[src/rtl/bc_turn_sched.sv]
// bc_turn_sched: two-player Bulls-and-Cows round scheduler sharing one external A/B scoring engine.
// Optional per-guess turn timeout is built only when BC_TURN_TIMEOUT_EN is defined.
module bc_turn_sched #(
    parameter int MAX_TRIES   = 18,
    parameter int ROUNDS      = 4,
    parameter int ACK_TIMEOUT = 15,
    parameter int TURN_TICKS  = 540
) (
    input  logic                 clk18,
    input  logic                 rst,
    input  logic                 key_n,
    input  logic [15:0]          sw_code,
    output logic                 sc_req,
    output logic [15:0]          sc_secret,
    output logic [15:0]          sc_guess,
    input  logic                 sc_ack,
    input  logic [2:0]           sc_a,
    input  logic [2:0]           sc_b,
    output logic [2:0]           state,
    output logic                 setter,
    output logic [2:0]           last_a,
    output logic [2:0]           last_b,
    output logic [MAX_TRIES-1:0] try_bar,
    output logic [3:0]           round,
    output logic [3:0]           wins0,
    output logic [3:0]           wins1,
    output logic                 win,
    output logic                 err,
    output logic                 tmo
);

    localparam logic [2:0] S_IDLE   = 3'd0;
    localparam logic [2:0] S_SET    = 3'd1;
    localparam logic [2:0] S_HIDE   = 3'd2;
    localparam logic [2:0] S_GUESS  = 3'd3;
    localparam logic [2:0] S_SCORE  = 3'd4;
    localparam logic [2:0] S_RESULT = 3'd5;
    localparam logic [2:0] S_OVER   = 3'd6;

    localparam int               ACK_W      = $clog2(ACK_TIMEOUT + 1);
    localparam logic [ACK_W-1:0] ACK_LAST   = ACK_W'(ACK_TIMEOUT - 1);
    localparam logic [4:0]       TRY_LAST   = 5'(MAX_TRIES - 1);
    localparam logic [3:0]       ROUND_LAST = 4'(ROUNDS);

    if (MAX_TRIES < 1 || MAX_TRIES > 31 || ROUNDS < 2 || ROUNDS > 15 || (ROUNDS % 2) != 0 ||
        ACK_TIMEOUT < 1 || TURN_TICKS < 1) begin : g_param_check
        $error("bc_turn_sched: parameter out of range");
    end

    function automatic logic code_valid(input logic [15:0] code);
        logic ok;
        ok = 1'b1;
        for (int i = 0; i < 4; i++) begin
            if (code[4*i +: 4] > 4'd9) ok = 1'b0;
            for (int j = i + 1; j < 4; j++)
                if (code[4*i +: 4] == code[4*j +: 4]) ok = 1'b0;
        end
        return ok;
    endfunction

    function automatic logic [3:0] sat_inc(input logic [3:0] v);
        return (v == 4'hF) ? v : v + 4'd1;
    endfunction

    logic [2:0]       state_next;
    logic             key_hist, press, valid, clear;
    logic [ACK_W-1:0] ack_cnt;
    logic             ack_expire;
    logic [4:0]       tries;
    logic             last_try;
    logic             turn_expire;
    logic             latch_secret, latch_guess, score_done, score_abort, forfeit;
    logic             round_end, end_win, round_clear, match_clear;

    assign press      = key_hist & ~key_n;
    assign valid      = code_valid(sw_code);
    assign clear      = (sw_code == 16'h0000);
    assign ack_expire = (ack_cnt == ACK_LAST);
    assign last_try   = (tries == TRY_LAST);

    always_ff @(posedge clk18 or negedge rst) begin
        if (!rst) state <= S_IDLE;
        else      state <= state_next;
    end

    always_comb begin
        state_next = state;
        case (state)
            S_IDLE:   if (press) state_next = S_SET;
            S_SET:    if (latch_secret) state_next = S_HIDE;
            S_HIDE:   if (press && clear) state_next = S_GUESS;
            S_GUESS: begin
                if (latch_guess)    state_next = S_SCORE;
                else if (round_end) state_next = S_RESULT;
            end
            S_SCORE: begin
                if (round_end)                      state_next = S_RESULT;
                else if (score_done || score_abort) state_next = S_GUESS;
            end
            S_RESULT: if (round_clear) state_next = (round == ROUND_LAST) ? S_OVER : S_SET;
            S_OVER:   if (press) state_next = S_IDLE;
            default:  state_next = S_IDLE;
        endcase
    end

    // A valid guess on the turn-expiry cycle takes precedence over the forfeit.
    always_comb begin
        latch_secret = 1'b0;
        latch_guess  = 1'b0;
        score_done   = 1'b0;
        score_abort  = 1'b0;
        forfeit      = 1'b0;
        round_end    = 1'b0;
        end_win      = 1'b0;
        round_clear  = 1'b0;
        match_clear  = 1'b0;
        case (state)
            S_SET:   latch_secret = press & valid;
            S_GUESS: begin
                latch_guess = press & valid;
                forfeit     = turn_expire & ~latch_guess;
                round_end   = forfeit & last_try;
            end
            S_SCORE: begin
                score_done  = sc_ack;
                score_abort = ~sc_ack & ack_expire;
                end_win     = sc_ack & (sc_a == 3'd4);
                round_end   = sc_ack & ((sc_a == 3'd4) | last_try);
            end
            S_RESULT: round_clear = press & clear;
            S_OVER:   match_clear = press;
            default:  ;
        endcase
    end

    always_ff @(posedge clk18 or negedge rst) begin
        if (!rst) begin
            key_hist  <= 1'b1;
            ack_cnt   <= '0;
            tries     <= '0;
            sc_req    <= 1'b0;
            sc_secret <= '0;
            sc_guess  <= '0;
            setter    <= 1'b0;
            last_a    <= '0;
            last_b    <= '0;
            try_bar   <= '0;
            round     <= '0;
            wins0     <= '0;
            wins1     <= '0;
            win       <= 1'b0;
            err       <= 1'b0;
        end else begin
            key_hist <= key_n;
            if (state == S_SCORE && !score_done && !score_abort) ack_cnt <= ack_cnt + 1'b1;
            else                                                 ack_cnt <= '0;
            if (latch_secret) sc_secret <= sw_code;
            if (latch_guess) begin
                sc_guess <= sw_code;
                sc_req   <= 1'b1;
            end else if (score_done || score_abort) begin
                sc_req <= 1'b0;
            end
            if (score_done || forfeit) begin
                try_bar <= (try_bar << 1) | MAX_TRIES'(1);
                tries   <= tries + 5'd1;
                last_a  <= score_done ? sc_a : 3'd0;
                last_b  <= score_done ? sc_b : 3'd0;
            end
            if (score_abort) err <= 1'b1;
            // Winner is the guesser (~setter) on a 4A, otherwise the setter.
            if (round_end) begin
                win   <= end_win;
                round <= round + 4'd1;
                if (end_win ^ setter) wins1 <= sat_inc(wins1);
                else                  wins0 <= sat_inc(wins0);
            end
            if (round_clear) begin
                setter  <= ~setter;
                try_bar <= '0;
                tries   <= '0;
                err     <= 1'b0;
                win     <= 1'b0;
                last_a  <= '0;
                last_b  <= '0;
            end
            if (match_clear) begin
                round  <= '0;
                wins0  <= '0;
                wins1  <= '0;
                setter <= 1'b0;
            end
        end
    end

`ifdef BC_TURN_TIMEOUT_EN
    localparam int                TURN_W    = $clog2(TURN_TICKS + 1);
    localparam logic [TURN_W-1:0] TURN_LAST = TURN_W'(TURN_TICKS - 1);

    logic [TURN_W-1:0] turn_cnt;

    assign turn_expire = (state == S_GUESS) && (turn_cnt == TURN_LAST);

    always_ff @(posedge clk18 or negedge rst) begin
        if (!rst) begin
            turn_cnt <= '0;
            tmo      <= 1'b0;
        end else begin
            if (state != S_GUESS || latch_guess || forfeit) turn_cnt <= '0;
            else                                            turn_cnt <= turn_cnt + 1'b1;
            if (forfeit)          tmo <= 1'b1;
            else if (round_clear) tmo <= 1'b0;
        end
    end
`else
    assign turn_expire = 1'b0;
    assign tmo         = 1'b0;
`endif

endmodule

[config.mk]
export PLATFORM = sky130hd
export DESIGN_NAME = bc_turn_sched
export DESIGN_NICKNAME = d
export VERILOG_FILES = /design/src/rtl/bc_turn_sched.sv
export SDC_FILE = /design/constraint.sdc
export NUM_CORES = 1
export LEC_CHECK = 0
export CAP_MARGIN = 20
export CORE_MARGIN = 1.5
export CORE_UTILIZATION = 50
export CTS_BUF_LIST = sky130_fd_sc_hd__clkbuf_16
export DETAILED_ROUTE_END_ITERATION = 6
export PLACE_DENSITY = 0.88
export SLEW_MARGIN = 20
export SYNTH_ARGS = -nofsm -noshare
export SYNTH_HDL_FRONTEND = slang
export SYNTH_SLANG_ARGS = --single-unit
export TNS_END_PERCENT = 20
[constraint.sdc]
create_clock -name clk18 -period 2.4 [get_ports clk18]
set_clock_uncertainty 0.2 [all_clocks]
set_input_delay 0.24 -clock clk18 [delete_from_list [all_inputs] [get_ports clk18]]
set_output_delay 0.24 -clock clk18 [all_outputs]
set_load 0.03 [all_outputs]
After elaboration in Yosys (flattened, before gate mapping)
Index checks and enable logic that the tools add are counted.
{ "totals": {"out_inout_bits": 76, "in_bits": 26, "elab_cells": 138, "regBits": 85} }
{ "classes": {"n_reduce_logical": 18, "eq_ne": 28, "n_addsub": 5, "n_mux": 56, "order_cmp": 4, "bitwise_logic": 11} }
{ "op_table": {"columns": ["operator", "n"], "rows": [
  ["$mux W4", 11],
  ["$mux W3", 14],
  ["$mux W18", 2],
  ["$mux W1", 26],
  ["$eq A4 B4 Y1", 6],
  ["$pmux W3 S7", 1],
  ["$add A4 B1 Y4 const B", 4],
  ["$gt A4 B4 Y1 const B", 4],
  ["$logic_not A16 Y1", 1],
  ["$ne A2 B2 Y1 const B", 8],
  ["$reduce_bool A2 Y1", 7],
  ["$eq A3 B3 Y1 const B", 4],
  ["$eq A4 B4 Y1 const B", 3],
  ["$mux W5", 2],
  ["$reduce_and A7 Y1", 1],
  ["$and A1 B1 Y1", 6],
  ["$eq A3 B2 Y1 const B", 2],
  ["$ne A3 B3 Y1 const B", 2],
  ["$reduce_and A3 Y1", 2],
  ["$add A5 B1 Y5 const B", 1],
  ["$eq A5 B5 Y1 const B", 1],
  ["$eq A4 B3 Y1 const B", 1],
  ["$eq A3 B1 Y1 const B", 1],
  ["$logic_and A1 B1 Y1", 3],
  ["6 further kinds", 9]
]} }

Logic depth before layout (Yosys ltp)
{ "depth": {"depth_word": 15, "ltp_mapped": 7, "depth_no_buf": 7} }

Worst setup path after synthesis
Ideal clock, no wire load.
{ "synth_path": {"path_kind": "reg2reg", "from": "register state[0]", "to": "register wins0[3]", "stages_incl_launch_ff": 8, "synth_period_minus_slack_ns": 2.316, "arrival_ns": 1.988, "setup_ns": 0.127, "n_path_buf": 2, "required_time_ns": 2.073, "setup_slack_ns": 0.084, "path_cell_list": "dfrtp_1 -> buf_2 -> nand4bb_1 -> buf_2 -> a21oi_4 -> and4bb_2 -> nand4_1 -> mux2_1"} }
{ "synth_between": {"elab_chain_cells": 5, "word_cells_on_any_way": 11, "classes_between": "eq/ne: 4; mux: 4; bitwise: 1; reduce/logical: 2"} }
{ "synth_rtl": {"columns": ["item", "line_no", "rtl"], "rows": [
  ["from (decl)", "19", "output logic [2:0] state,"],
  ["from (signal assigned)", "83", "else state <= state_next;"],
  ["$eq A3 B3 Y1", "117", "case (state)"],
  ["$mux W1", "117", null],
  ["$xor A1 B1 Y1", "175", "if (end_win ^ setter) wins1 <= sat_inc(wins1);"],
  ["$ne A2 B2 Y1 (no source line)", null, null],
  ["$reduce_and A3 Y1 (no source line)", null, null],
  ["to (signal assigned)", "176", "else wins0 <= sat_inc(wins0);"],
  ["to (decl)", "25", "output logic [3:0] wins0,"]
]} }
Several ways; a longest one is shown, not always the timed one.
A chain may end at the register's enable or synchronous reset.

Final worst setup path
{ "layout_path": {"from": "input sw_code[13]", "to": "register sc_secret[6]"} }
{ "layout_between": {"elab_chain_cells": 10, "word_cells_on_any_way": 13, "classes_between": "order compare: 1; eq/ne: 3; mux: 8; bitwise: 1"} }
{ "layout_rtl": {"columns": ["item", "line_no", "rtl"], "rows": [
  ["from (decl)", "12", "input logic [15:0] sw_code,"],
  ["$eq A4 B4 Y1", "56", "if (code[4*i +: 4] == code[4*j +: 4]) ok = 1'b0;"],
  ["$mux W1", "56", null],
  ["$mux W1", "54", "if (code[4*i +: 4] > 4'd9) ok = 1'b0;"],
  ["$mux W1 (2 in a row)", "56", null],
  ["$mux W1", "54", null],
  ["$mux W1", "56", null],
  ["$mux W1 *", "54", null],
  ["$and A1 B1 Y1 *", "118", "S_SET: latch_secret = press & valid;"],
  ["$mux W1 *", "117", null],
  ["to (signal assigned)", "157", "if (latch_secret) sc_secret <= sw_code;"],
  ["to (decl)", "14", "output logic [15:0] sc_secret,"]
]} }
Every way passes the cells marked *; elsewhere a longest branch is shown, timed or not.

==> flow_summary.toml <==
[clocking]
clock_sinks = 85
clk-insertion-delay-late_ns = 0.33
htreeDepth = 3
cts-root-buf = "clkbuf_16"
cts_buffer_depth = 2
cts_setup_buffers = 0
clkTransAtPathRegs_ns = 0.06
cts_tree = "built"
cts_made_buffers = 9

[drt]
ant_nets = 0
wl_met2_um = 5911
routedWlPerCell_um = 17.72
routed.top_layer = "met4"
route.detailed.drc = 0
wl_met3_um = 425
met1_length_um = 4643
routed_wirelength_um = 11290
first_pass_iters = 5
vias = 3531
vias_per_cell = 5.543
drt_iter0_drc = 306

[placement]
dp_hpwl_um = 8022
portBuffers = 100
finalWeightedCongestion = 0.8965

[logic_synthesis]
synth_seq_area_share = 0.4948
ys_top_cells_by_area = "dfrtp_1, mux2_4, xor2_1"
synth-edff-count = 0
synthCells = 396
synth_area_leader_cell = "dfrtp_1"
synth_nets = 430
synth_async_sr_flop_share = 1.000
yosys_warnings = 0
synth-seq-cells = 85
yosysUniqueCellTypes = 52
syn_area_mm2 = 0.004302
yosysTopAreaCellShare = 0.4887
syn_avg_cell_area_um2 = 10.86
ys.flop_type = "dfrtp_1"

[floorplan]
die_x_um = 95.76
initial_core_util = 0.5209
dieArea_mm2 = 0.009169
pin_count = 102
core_area_mm2 = 0.008258
row_count = 33
die-height_um = 95.76

[sta]
hold_viol_final = 0
fin_crit_sh = 0.9790
setup_tns_ns = 0
worstMarginPinSlew_ns = 0.5509
fin_crit_ns = 2.350
maxSlewHeadroom = 0.6299
slew_viol_final = 0
fmax_mhz = 425.6
setup_viol_count_final = 0

[cells_and_area]
antenna_cells = 0
layout_commonest_cell = "clkdlybuf4s50_1"
drive_above_1_share = 0.2199
nets = 561
final_cell_mix = "clkdlybuf4s50_1, dfrtp_1, nand2_1, buf_4, nor2_1"
area.growth.synth_to_final_pct = 40.78
utilization = 0.7333

[hold_path]
hold-path-endpoint = "key_hist"
hp-start = "key_n"
hold_depth = 1
min-delay-path-class = "primary input to flop"

[grt]
grt_pass1_vias = 3496
grt_overflow = 0
grt_pass1_wl_um = 17340
grt_max_degree = 55
grt_use_total = 0.2494
grt_antenna_before_repair = 0

[critical_path]
r2r_end = "sc_guess[13]"
r2r_slack_ns = 0.07
rr_startpoint = "state[0]"
cp_data_required_time_ns = 2.42
cp_max_fo = 9
worstSetupPathType = "primary input to flop"
startpoint_type = "primary input"
end_kind = "flop"
r2r_cells = 7
arrival_ns = 2.37

[pwr]
ir_drop_uv = 552.7
cellPowerDensity_mw_per_mm2 = 973.0
leakage_nw = 2.752

[job]
cap_viol_max_count = 0

[status]
status = "finished, final reports clean"
[routing by layer]
| metal | track usage | up-vias |
|---|---|---|
| met5 | 0 | - |
| met4 | 0.09681 | 0 |
| met3 | 0.04107 | 26 |
| met2 | 0.4255 | 108 |
| met1 | 0.3168 | 1782 |
| li1 | - | 1615 |
[worst max-delay path, cell delays in order]
cell and delay [ns]:
clkdlybuf4s50_1 0.54, buf_4 0.20, o21ai_0 0.29, nand4_1 0.17
nor2_2 0.25, nand4_4 0.19, buf_12 0.19, mux2_4 0.29
[final cells by class]
type,count,area (um^2)
clock buffers,9,225.2
clock inverters,7,80.08
fillers,530,2202
inverters,8,30.03
multi-input cells,271,1992
flip-flops and latches,85,2128
well taps,105,131.4
repair buffers,152,1469
[report_power, final]
| group | internal [mW] | switching [mW] | total, mW |
|---|---|---|---|
| logic | 1.08 | 1.34 | 2.43 |
| clock network | 0.818 | 0.578 | 1.40 |
| registers | 1.78 | 0.286 | 2.07 |
[stage by stage]
stage | power, mW | cells | setup slack (ns) | hold slack, ns | area (um^2)
final | 5.892 | 637 | 0.05047 | 0.1849 | 6056
after global routing | 6.141 | 637 | -0.03480 | 0.1813 | 6056
after CTS | 5.873 | 637 | 0.1087 | 0.1771 | 6022
after detailed placement | 4.450 | 620 | -0.2269 | 0.005591 | 5707
after global placement | 4.347 | 620 | -0.1784 | -0.003138 | 5707
after floorplan | 3.413 | 396 | 0.08419 | -0.2556 | 4302
[logic make-up (layout without fill, tap and decap cells)]
group	after synthesis	count (layout)	share of synthesized area
mux	37	37	0.1126
other cells	1	1	0.0008718
compound gates	56	56	0.08377
fa+ha+maj	8	8	0.02327
simple gates	134	134	0.1640
buf+inv	40	176	0.04944
xor+xnor	35	35	0.07126
flops	85	85	0.4948
[Yosys cell counts (3+ instances only)]
cell type  count
dfrtp_1       84
nand2_1       57
nor2_1        27
o21ai_0       26
xor2_1        26
mux2_4        19
mux2_2        13
buf_2         11
buf_4          9
clkbuf_1       9
nor4_1         9
xnor2_1        9
ha_1           8
inv_1          8
a21oi_1        7
nand4_1        7
o21ai_1        7
nand3_1        6
nor3_1         4
a31oi_1        3
mux2i_1        3
nand3b_1       3
nor2b_1        3
[registers in the layout (all words and copies together), names as in the netlist, 3 cells and up]
register	count
try_bar	18
sc_guess	16
sc_secret	16
tries	5
ack_cnt	4
round	4
wins0	4
wins1	4
last_a	3
last_b	3
state	3
[worst max path at each step]
stage	startpoint	to	depth (start not counted)
final	sw_code[13]	sc_secret[6]	8
after global routing	state[0]	sc_secret[9]	6
after global placement	sw_code[11]	state[1]	7
after detailed placement	sw_code[14]	sc_secret[0]	8
after CTS	sw_code[14]	state[1]	8
after floorplan	state[0]	wins0[3]	7
[timing repair]
item	in CTS	in global routing
gates resized for setup	0	6
endpoints found under the setup margin	0	24
hold buffers	1	0
hold endpoints to repair	31	0
Note: power is estimated with default switching activity, not from simulation.
